File: src/rtl/pix_clk_seq_pkg.sv
// Shared types and constants for the pixel-clock sequencer.
package pix_clk_pkg;

  typedef enum logic [2:0] {
    PLL_RST,
    WAIT_LOCK,
    SETTLE,
    RUN,
    LOST
  } pix_clk_state_e;

  localparam int unsigned ACC_W_DEF = 16;

  // Phase steps for a 48 MHz clk with a 16-bit accumulator (25.175 MHz, 40 MHz)
  localparam logic [ACC_W_DEF-1:0] STEP_640x480 = 16'h8644;
  localparam logic [ACC_W_DEF-1:0] STEP_800x600 = 16'hD555;

  // Width of the shared state timer: enough to hold the largest terminal count minus one
  function automatic int unsigned tmr_width(input int unsigned a,
                                            input int unsigned b,
                                            input int unsigned c);
    int unsigned m;
    m = a;
    if (b > m) m = b;
    if (c > m) m = c;
    return (m < 2) ? 1 : $clog2(m);
  endfunction

endpackage

File: src/rtl/pix_clk_seq_if.sv
// PLL / pixel-pipeline side signals of the pixel-clock sequencer.
interface pix_clk_seq_if #(
  parameter int unsigned ACC_W = 16,
  parameter int unsigned CNT_W = 8
);
  logic             pll_lock;
  logic [ACC_W-1:0] step;
  logic             pll_resetb;
  logic             pix_rst;
  logic             pix_ce;
  logic             locked;
  logic [CNT_W-1:0] relock_cnt;
  logic             lock_lost;

  // Sequencer side
  modport master (
    input  pll_lock, step,
    output pll_resetb, pix_rst, pix_ce, locked, relock_cnt, lock_lost
  );

  // PLL wrapper / timing generator side
  modport slave (
    output pll_lock, step,
    input  pll_resetb, pix_rst, pix_ce, locked, relock_cnt, lock_lost
  );
endinterface

File: src/rtl/pix_clk_seq_pix_ce_gen.sv
// Fractional pixel clock-enable: phase accumulator whose carry-out is the enable.
module pix_ce_gen #(
  parameter int unsigned ACC_W = 16
) (
  input  logic             clk,
  input  logic             rst,
  input  logic             en_i,
  input  logic [ACC_W-1:0] step_i,
  output logic             pix_ce_o
);

  logic [ACC_W-1:0] acc_q;
  logic             pix_ce_q;
  logic [ACC_W:0]   sum_c;

  assign sum_c = {1'b0, acc_q} + {1'b0, step_i};

  // Accumulate while enabled; hold cleared otherwise
  always_ff @(posedge clk or negedge rst) begin
    if (!rst) begin
      acc_q    <= '0;
      pix_ce_q <= 1'b0;
    end else if (en_i) begin
      {pix_ce_q, acc_q} <= sum_c;
    end else begin
      acc_q    <= '0;
      pix_ce_q <= 1'b0;
    end
  end

  assign pix_ce_o = pix_ce_q;

endmodule

File: src/rtl/pix_clk_seq.sv
// Pixel-clock sequencer: PLL reset/retry, lock qualification, pipeline reset and pixel enable.
// Optional relock statistics built when PIX_CLK_STATS_EN is defined.
module pix_clk_seq
  import pix_clk_pkg::*;
#(
  parameter int unsigned SYNC_STAGES    = 2,
  parameter int unsigned SETTLE_CYCLES  = 1024,
  parameter int unsigned TIMEOUT_CYCLES = 65536,
  parameter int unsigned PLL_RST_CYCLES = 16,
  parameter int unsigned ACC_W          = 16,
  parameter int unsigned CNT_W          = 8
) (
  input  logic          clk,
  input  logic          rst,
  pix_clk_seq_if.master bus_if
);

  localparam int unsigned TMR_W = tmr_width(TIMEOUT_CYCLES, SETTLE_CYCLES, PLL_RST_CYCLES);

  logic [SYNC_STAGES-1:0] sync_q;
  logic                   lock_s;
  pix_clk_state_e         state_q, state_d;
  logic [TMR_W-1:0]       cnt_q, cnt_d;
  logic                   pll_resetb_q, pix_rst_q, locked_q;
  logic                   run_en_c;

  // Bring raw PLL lock into the clk domain
  always_ff @(posedge clk or negedge rst) begin
    if (!rst) sync_q <= '0;
    else      sync_q <= {sync_q[SYNC_STAGES-2:0], bus_if.pll_lock};
  end

  assign lock_s = sync_q[SYNC_STAGES-1];

  // Next state; one timer shared by PLL_RST, WAIT_LOCK and SETTLE, cleared on every transition
  always_comb begin
    state_d = state_q;
    cnt_d   = cnt_q + TMR_W'(1);
    unique case (state_q)
      PLL_RST: begin
        if (cnt_q == TMR_W'(PLL_RST_CYCLES - 1)) begin
          state_d = WAIT_LOCK;
          cnt_d   = '0;
        end
      end
      WAIT_LOCK: begin
        if (lock_s) begin
          state_d = SETTLE;
          cnt_d   = '0;
        end else if (cnt_q == TMR_W'(TIMEOUT_CYCLES - 1)) begin
          state_d = PLL_RST;
          cnt_d   = '0;
        end
      end
      SETTLE: begin
        // Lock loss takes priority over a completing settle count
        if (!lock_s) begin
          state_d = WAIT_LOCK;
          cnt_d   = '0;
        end else if (cnt_q == TMR_W'(SETTLE_CYCLES - 1)) begin
          state_d = RUN;
          cnt_d   = '0;
        end
      end
      RUN: begin
        cnt_d = '0;
        if (!lock_s) state_d = LOST;
      end
      LOST: begin
        cnt_d   = '0;
        state_d = PLL_RST;
      end
      default: begin
        state_d = PLL_RST;
        cnt_d   = '0;
      end
    endcase
  end

  // State register; outputs registered off the next state so they line up with the state
  always_ff @(posedge clk or negedge rst) begin
    if (!rst) begin
      state_q      <= PLL_RST;
      cnt_q        <= '0;
      pll_resetb_q <= 1'b0;
      pix_rst_q    <= 1'b1;
      locked_q     <= 1'b0;
    end else begin
      state_q      <= state_d;
      cnt_q        <= cnt_d;
      pll_resetb_q <= (state_d != PLL_RST);
      pix_rst_q    <= (state_d != RUN);
      locked_q     <= (state_d == RUN);
    end
  end

  assign bus_if.pll_resetb = pll_resetb_q;
  assign bus_if.pix_rst    = pix_rst_q;
  assign bus_if.locked     = locked_q;

  // Enable tracks the next state so pix_ce can only be high while in RUN
  assign run_en_c = (state_d == RUN);

  pix_ce_gen #(
    .ACC_W (ACC_W)
  ) u_pix_ce_gen (
    .clk      (clk),
    .rst      (rst),
    .en_i     (run_en_c),
    .step_i   (bus_if.step),
    .pix_ce_o (bus_if.pix_ce)
  );

`ifdef PIX_CLK_STATS_EN
  logic [CNT_W-1:0] relock_q;
  logic             lost_q;
  logic             lost_evt_c;
  logic             retry_evt_c;

  assign lost_evt_c  = (state_q == RUN) && (state_d == LOST);
  assign retry_evt_c = lost_evt_c || ((state_q == WAIT_LOCK) && (state_d == PLL_RST));

  // Saturating retry/loss counter and sticky loss flag
  always_ff @(posedge clk or negedge rst) begin
    if (!rst) begin
      relock_q <= '0;
      lost_q   <= 1'b0;
    end else begin
      if (retry_evt_c && (relock_q != '1)) relock_q <= relock_q + CNT_W'(1);
      if (lost_evt_c) lost_q <= 1'b1;
    end
  end

  assign bus_if.relock_cnt = relock_q;
  assign bus_if.lock_lost  = lost_q;
`else
  assign bus_if.relock_cnt = CNT_W'(0);
  assign bus_if.lock_lost  = 1'b0;
`endif

endmodule

File: src/flat_wrapper.sv
// flat-port wrapper written by rule: the top's interface ports become plain ports
module pix_clk_seq_flat import pix_clk_pkg::*;
#(
  parameter int unsigned SYNC_STAGES    = 2,
  parameter int unsigned SETTLE_CYCLES  = 1024,
  parameter int unsigned TIMEOUT_CYCLES = 65536,
  parameter int unsigned PLL_RST_CYCLES = 16,
  parameter int unsigned ACC_W          = 16,
  parameter int unsigned CNT_W          = 8
)
  (clk, rst, bus_if_pll_lock, bus_if_step, bus_if_pll_resetb, bus_if_pix_rst, bus_if_pix_ce, bus_if_locked, bus_if_relock_cnt, bus_if_lock_lost);
  pix_clk_seq_if #(.ACC_W(ACC_W), .CNT_W(CNT_W)) bus_if_i ();
  input  logic clk;
  input  logic rst;
  input wire logic [$bits(bus_if_i.pll_lock)-1:0] bus_if_pll_lock;
  input wire logic [$bits(bus_if_i.step)-1:0] bus_if_step;
  output wire logic [$bits(bus_if_i.pll_resetb)-1:0] bus_if_pll_resetb;
  output wire logic [$bits(bus_if_i.pix_rst)-1:0] bus_if_pix_rst;
  output wire logic [$bits(bus_if_i.pix_ce)-1:0] bus_if_pix_ce;
  output wire logic [$bits(bus_if_i.locked)-1:0] bus_if_locked;
  output wire logic [$bits(bus_if_i.relock_cnt)-1:0] bus_if_relock_cnt;
  output wire logic [$bits(bus_if_i.lock_lost)-1:0] bus_if_lock_lost;
  assign bus_if_i.pll_lock = bus_if_pll_lock;
  assign bus_if_i.step = bus_if_step;
  assign bus_if_pll_resetb = bus_if_i.pll_resetb;
  assign bus_if_pix_rst = bus_if_i.pix_rst;
  assign bus_if_pix_ce = bus_if_i.pix_ce;
  assign bus_if_locked = bus_if_i.locked;
  assign bus_if_relock_cnt = bus_if_i.relock_cnt;
  assign bus_if_lock_lost = bus_if_i.lock_lost;
  pix_clk_seq #(.SYNC_STAGES(SYNC_STAGES), .SETTLE_CYCLES(SETTLE_CYCLES), .TIMEOUT_CYCLES(TIMEOUT_CYCLES), .PLL_RST_CYCLES(PLL_RST_CYCLES), .ACC_W(ACC_W), .CNT_W(CNT_W)) u_core (.clk(clk), .rst(rst), .bus_if(bus_if_i));
endmodule
File: config.mk
export PLATFORM = sky130hd
export DESIGN_NAME = pix_clk_seq_flat
export DESIGN_NICKNAME = d
export VERILOG_FILES = /design/src/rtl/pix_clk_seq_pkg.sv /design/src/rtl/pix_clk_seq_if.sv /design/src/rtl/pix_clk_seq_pix_ce_gen.sv /design/src/rtl/pix_clk_seq.sv /design/src/flat_wrapper.sv
export SDC_FILE = /design/constraint.sdc
export NUM_CORES = 1
export LEC_CHECK = 0
export CAP_MARGIN = 15
export CELL_PAD_IN_SITES_DETAIL_PLACEMENT = 0
export CELL_PAD_IN_SITES_GLOBAL_PLACEMENT = 2
export CORE_AREA = 2 2 88 90
export CTS_BUF_LIST = sky130_fd_sc_hd__clkbuf_16
export DETAILED_ROUTE_END_ITERATION = 7
export DIE_AREA = 0 0 90 92
export PLACE_DENSITY_LB_ADDON = 0.1
export SLEW_MARGIN = 20
export SYNTH_ARGS = -nofsm -noshare
export SYNTH_HDL_FRONTEND = slang
export SYNTH_SLANG_ARGS = --single-unit
File: constraint.sdc
create_clock -name clk -period 2.85 [get_ports clk]
set_clock_uncertainty 0.1 [all_clocks]
set_input_delay 0.7125 -clock clk [delete_from_list [all_inputs] [get_ports clk]]
set_output_delay 0.7125 -clock clk [all_outputs]
set_load 0.02 [all_outputs]
# Yosys cells after proc, flatten, opt, wreduce, memory -nomap -nowiden
# Cells that the tools add are included.
word_totals:
  output_inout_bits: 13
  ff_bits: 41
  elab_cells: 35
  in_bits: 19
classes:
  reduce_logical: 2
  n_eq_ne: 8
  add_sub_neg: 2
  mux: 15
ops:
  columns: ["cell", "count"]
  rows:
  - ["$mux W16", 6]
  - ["$pmux W16 S3", 1]
  - ["$mux W3", 6]
  - ["$add A16 B16 Y17", 1]
  - ["$add A16 B1 Y16 const B", 1]
  - ["$eq A16 B10 Y1 const B", 1]
  - ["$eq A16 B16 Y1 const B", 1]
  - ["$eq A16 B4 Y1 const B", 1]
  - ["$pmux W3 S4", 1]
  - ["$eq A3 B2 Y1 const B", 3]
  - ["$eq A3 B1 Y1 const B", 1]
  - ["$logic_not A3 Y1", 1]
  - ["$ne A3 B2 Y1 const B", 1]
  - ["$reduce_bool A3 Y1", 1]
  - ["$mux W1", 1]

# Depth between registers and ports, before layout
# Gate-level depths: netlist of run 1.
depth:
  ltp_word: 6
  ltp_mapped: 9
  ltp_nobuf: 8

# Hierarchy
# Synthesis of run 1 repeated with hierarchy kept, for this count alone.
hier_totals:
  hier_cells: 261
  hier_area_um2: 2537.4
by_module_without_submodules:
  columns: ["mod", "seq_area_each_um2", "cells_per_inst", "area_per_inst_um2", "n_inst"]
  rows:
  - ["pix_clk_seq", 601.8, 129, 1300.0, 1]
  - ["pix_ce_gen", 425.4, 132, 1237.4, 1]

# Worst setup path before layout of run 1
# No wires, ideal clock.
synth_timing:
  kind: "input to register"
  startpoint: "in bus_if_step[0]"
  endpoint: "reg u_core.u_pix_ce_gen.pix_ce_q (netlist: u_core.u_pix_ce_gen.pix_ce_o)"
  slack_ps: 334
  arrival_time_ps: 2292
  path_stages: 8
  n_path_buf: 0
  required_ps: 2626
  setup_ps: 124
  path_cell_list: "ha_1 fa_1 a21oi_1 o21bai_1 a211oi_1 o31ai_1 a211oi_1 nor2_1"
synth_via:
  elab_chain_cells: 2
synth_lines:
  columns: ["item", "line", "rtl"]
  rows:
  - ["start: declaration", "flat_wrapper.sv:16", "input wire logic [$bits(bus_if_i.step)-1:0] bus_if_step;"]
  - ["$add A16 B16 Y17", "pix_clk_seq_pix_ce_gen.sv:16", "assign sum_c = {1'b0, acc_q} + {1'b0, step_i};"]
  - ["$mux W1", "pix_clk_seq_pix_ce_gen.sv:23", "end else if (en_i) begin"]
  - ["end signal: assignment", "pix_clk_seq_pix_ce_gen.sv:24", "{pix_ce_q, acc_q} <= sum_c;"]
  - ["end: declaration", "pix_clk_seq_pix_ce_gen.sv:13", "logic pix_ce_q;"]
# Every way passes these cells.

# Worst setup path after layout of run 1
# Ends and elaborated chain as after synthesis.

==> results of run 1 <==
-- layout make-up --
type / count / area, um^2 / area share (%)
Clock buffer: 5 / 125 / 4.03
Inverter: 8 / 30.0 / 0.967
Tap cell: 102 / 128 / 4.11
Multi-Input combinational cell: 203 / 1350 / 43.5
Clock inverter: 3 / 41.3 / 1.33
Timing Repair Buffer: 47 / 403 / 13.0
Sequential cell: 41 / 1030 / 33.1
-- power by group --
part / total (mW) / internal, mW / switching [mW]
Combinational: 0.522 / 0.243 / 0.278
Clock: 0.648 / 0.410 / 0.238
Sequential: 0.700 / 0.647 / 0.0529
-- cell usage in the layout, fill, tap and decap left out, drive strengths merged, types with 2 or more instances in the layout --
cell | synthesis | final
and4 | 3 | 3
nand3 | 8 | 8
o211ai | 3 | 3
xnor2 | 13 | 13
o21bai | 2 | 2
nor2 | 46 | 46
inv | 8 | 8
a211oi | 4 | 4
or3 | 3 | 3
a21oi | 14 | 14
nand2 | 15 | 15
clkdlybuf4s50 | 0 | 21
o21ai | 8 | 8
dfrtp | 40 | 40
and3 | 4 | 4
clkbuf | 1 | 5
a31oi | 2 | 2
conb | 1 | 9
nor3 | 10 | 10
buf | 14 | 26
ha | 17 | 17
nand4 | 4 | 4
xor2 | 11 | 11
a21o | 3 | 3
and2 | 4 | 4
nor4 | 3 | 3
o31ai | 2 | 2
-- state kept, by name (all words and copies together) (netlist names) --
signal and cells:
u_core.bus_if.locked 1, u_core.bus_if.pix_rst 1, u_core.bus_if.pll_resetb 1, u_core.cnt_q 16
u_core.state_q 3, u_core.sync_q 2, u_core.u_pix_ce_gen.acc_q 16, u_core.u_pix_ce_gen.pix_ce_o 1
-- worst max-delay path: stages --
cell and delay [ps]:
sky130_fd_sc_hd__clkdlybuf4s50_1 410, sky130_fd_sc_hd__ha_1 230, sky130_fd_sc_hd__fa_1 420, sky130_fd_sc_hd__a21oi_2 160
sky130_fd_sc_hd__o21bai_1 100, sky130_fd_sc_hd__a211oi_2 190, sky130_fd_sc_hd__buf_4 140, sky130_fd_sc_hd__o31ai_1 100
sky130_fd_sc_hd__a211oi_1 250, sky130_fd_sc_hd__nor2_1 70
-- layer usage --
layer,global-route usage (%),vias up,part of all wire [%]
met5,0,-,0
met4,5.38,0,1.7
met3,2.79,7,2.1
met2,24.6,15,51
met1,17.2,912,45
li1,-,982,-
-- cell families (layout without fill, tap and decap cells) --
| family | Yosys count | in the layout | synth area share (%) |
|---|---|---|---|
| DFF | 41 | 41 | 41.5 |
| AOI/OAI and AO/OA | 45 | 45 | 12.4 |
| muxes | 1 | 1 | 0.404 |
| xor gates and xnor gates | 24 | 24 | 8.48 |
| adders and majority gates | 18 | 18 | 9.39 |
| buffers and inverters | 23 | 63 | 5.56 |
| other | 1 | 9 | 0.151 |
| and+or+nand+nor | 106 | 106 | 22.1 |
-- worst max-delay path by stage --
stage,to,slack (ps),cells past startpoint,from
2_1_floorplan,u_core.u_pix_ce_gen.pix_ce_o$_DFF_PN0_,330,8,bus_if_step[0]
3_3_place_gp,u_core.u_pix_ce_gen.pix_ce_o$_DFF_PN0_,-150,10,bus_if_step[0]
3_5_place_dp,u_core.u_pix_ce_gen.pix_ce_o$_DFF_PN0_,-220,10,bus_if_step[0]
4_1_cts,u_core.u_pix_ce_gen.pix_ce_o$_DFF_PN0_,90,10,bus_if_step[0]
5_1_grt,u_core.u_pix_ce_gen.pix_ce_o$_DFF_PN0_,40,10,bus_if_step[0]
6_report,u_core.u_pix_ce_gen.pix_ce_o$_DFF_PN0_,150,10,bus_if_step[0]
==> impl_summary.txt, run 1 <==
----------------------------------------------------
[STA]
  Final worst path period need ... 2700 ps
  Number of endpoints failing setup at the final stage ... 0
  Final cycle utilization of the critical path ... 94.7%
  Timing-limited maximum frequency ... 370 MHz
  Hold Violations, Final ... 0
  RSZ-0062 raised after global routing ... false
  Pins Over Slew Limit ... 0
  Total Negative Setup Slacks ... 0 ps
  Smallest hold slack ... 211 ps
  Worst Setup Slack, final ... 151 ps

[Place]
  Placed wire-length estimate after detailed placement ... 4060 um
  DP Area ... 2930 um^2
  Instance count after placement with tap cells included ... 401
  Routability congestion estimate ... 0.782
  Placement-stage worst setup slack ... -216 ps
  Number of buffers added on ports ... 22

[Routing]
  Via density ... 4.68
  Routed WL ... 5260 um
  Post-route DRC violation count ... 0
  Detailed Route Iter0 Violations ... 29
  Detailed-routing iteration count for the pre-antenna-repair pass ... 3
  Remaining antenna violation count ... 0
  Average wire length per cell after detail routing ... 12.9 um
  Via count of the routed design ... 1916

[Cells and area]
  Number of fillers in the final layout ... 782
  Final Non-Filler Cells ... 409
  Layout overhead on the synthesized area ... 25.4%
  Share of cells above drive strength 1 ... 14.3%
  Final nets ... 343
  Diode count ... 0
  Post-route standard cell area excluding fillers ... 3110 um^2
  Share of the core filled with cells ... 41.7%

[Clocking]
  Clock root buffer ... sky130_fd_sc_hd__clkbuf_16
  Clock insertion delay at the later pin of the skew report ... 280 ps
  Deepest clock path buffer count ... 2
  Cts repair resizes ... 0
  # Post-CTS Setup Buffers ... 0
  Clock Sinks ... 41
  Clock tree from TritonCTS ... done
  CTS clock-pin slew for the worst setup and hold paths ... 60 ps
  Count of hold-fix buffers inserted at cts ... 0
  Number of buffers created by CTS ... 5
  H-tree depth ... 2

[Floorplan]
  Initial core utilization ... 33.3%
  Die Span Y ... 92 um
  Placeable core area ... 7450 um^2
  Die area ... 8280 um^2
  IO Count ... 32
  Die Width ... 90 um
  Number of placement rows ... 32

[Power and ir drop]
  Pwr Density ... 602 nW/um^2
  Static Leak ... 1.43 nW
  Total design power ... 1.87 mW
  Peak VDD IR ... 0.203 mV

[Logic synthesis]
  Main flop type after synthesis ... sky130_fd_sc_hd__dfrtp_1
  Total of flip-flops plus latches after synthesis ... 41
  Synth area leaders ... sky130_fd_sc_hd__dfrtp_1 40%, sky130_fd_sc_hd__ha_1 8.6%, sky130_fd_sc_hd__nor2_1 7.0%, sky130_fd_sc_hd__xnor2_1 4.6%, sky130_fd_sc_hd__xor2_1 3.9%
  Number of instances in the synthesized netlist ... 259
  Post-Syn Area ... 2480 um^2
  Top-area cell type share of the netlist area ... 40.4%
  Fraction of registers with async set or reset after synthesis ... 100%
  Cell variety after synth ... 50
  Register area share after synthesis ... 41.5%
  Cell taking the most area after synthesis ... sky130_fd_sc_hd__dfrtp_1
  Yosys warning total ... 0
  Cell types with the highest counts after synthesis ... 46 x sky130_fd_sc_hd__nor2_1, 40 x sky130_fd_sc_hd__dfrtp_1, 17 x sky130_fd_sc_hd__ha_1
  Most common cell in the synthesized netlist ... sky130_fd_sc_hd__nor2_1
  Mean post-synth cell area ... 9.57 um^2
  EDFF count, synth ... 0

[Worst setup path]
  Category of the most critical setup path ... in -> reg
  Terminus of the critical flop-to-flop path ... u_core.u_pix_ce_gen.pix_ce_o$_DFF_PN0_
  Crit end category ... register
  Largest fanout of any net on the critical path ... 3
  Worst EP arrival ... 2770 ps
  Required time of the critical path ... 2920 ps
  Category of the worst setup path launch point ... primary input
  Setup slack of the worst register-to-register path ... 640 ps
  Cells on worst reg2reg path ... 9
  Startpoint of the lowest-slack register-to-register path ... u_core.u_pix_ce_gen.acc_q[0]$_DFF_PN0_

[GRT]
  Initial antenna violation count ... 0
  Combined global-route utilization of all metal layers ... 14.1%
  Global-route wire length before repair ... 9380 um
  Global-route congestion overflow total ... 0
  Vias in the first global route ... 2009
  Largest net degree at the start of global routing ... 17

[Hold path]
  Min-delay worst type ... in -> async

[Flow run]
  Number of violations of the max-capacitance limit ... 0

[Outcome]
  Status ... completed

----------------------------------------------------
Power figures use the tool's default switching activity.
==> run 2: changes to the inputs <==
--- a/config.mk
+++ b/config.mk
@@ -13,6 +13,7 @@
 export DETAILED_ROUTE_END_ITERATION = 7
 export DIE_AREA = 0 0 90 92
 export PLACE_DENSITY_LB_ADDON = 0.1
+export SKIP_CTS_REPAIR_TIMING = 1
 export SLEW_MARGIN = 20
 export SYNTH_ARGS = -nofsm -noshare
 export SYNTH_HDL_FRONTEND = slang
==> results of run 2 <==
Same layout as run 1: the final DEF is identical, and so are final timing and power.
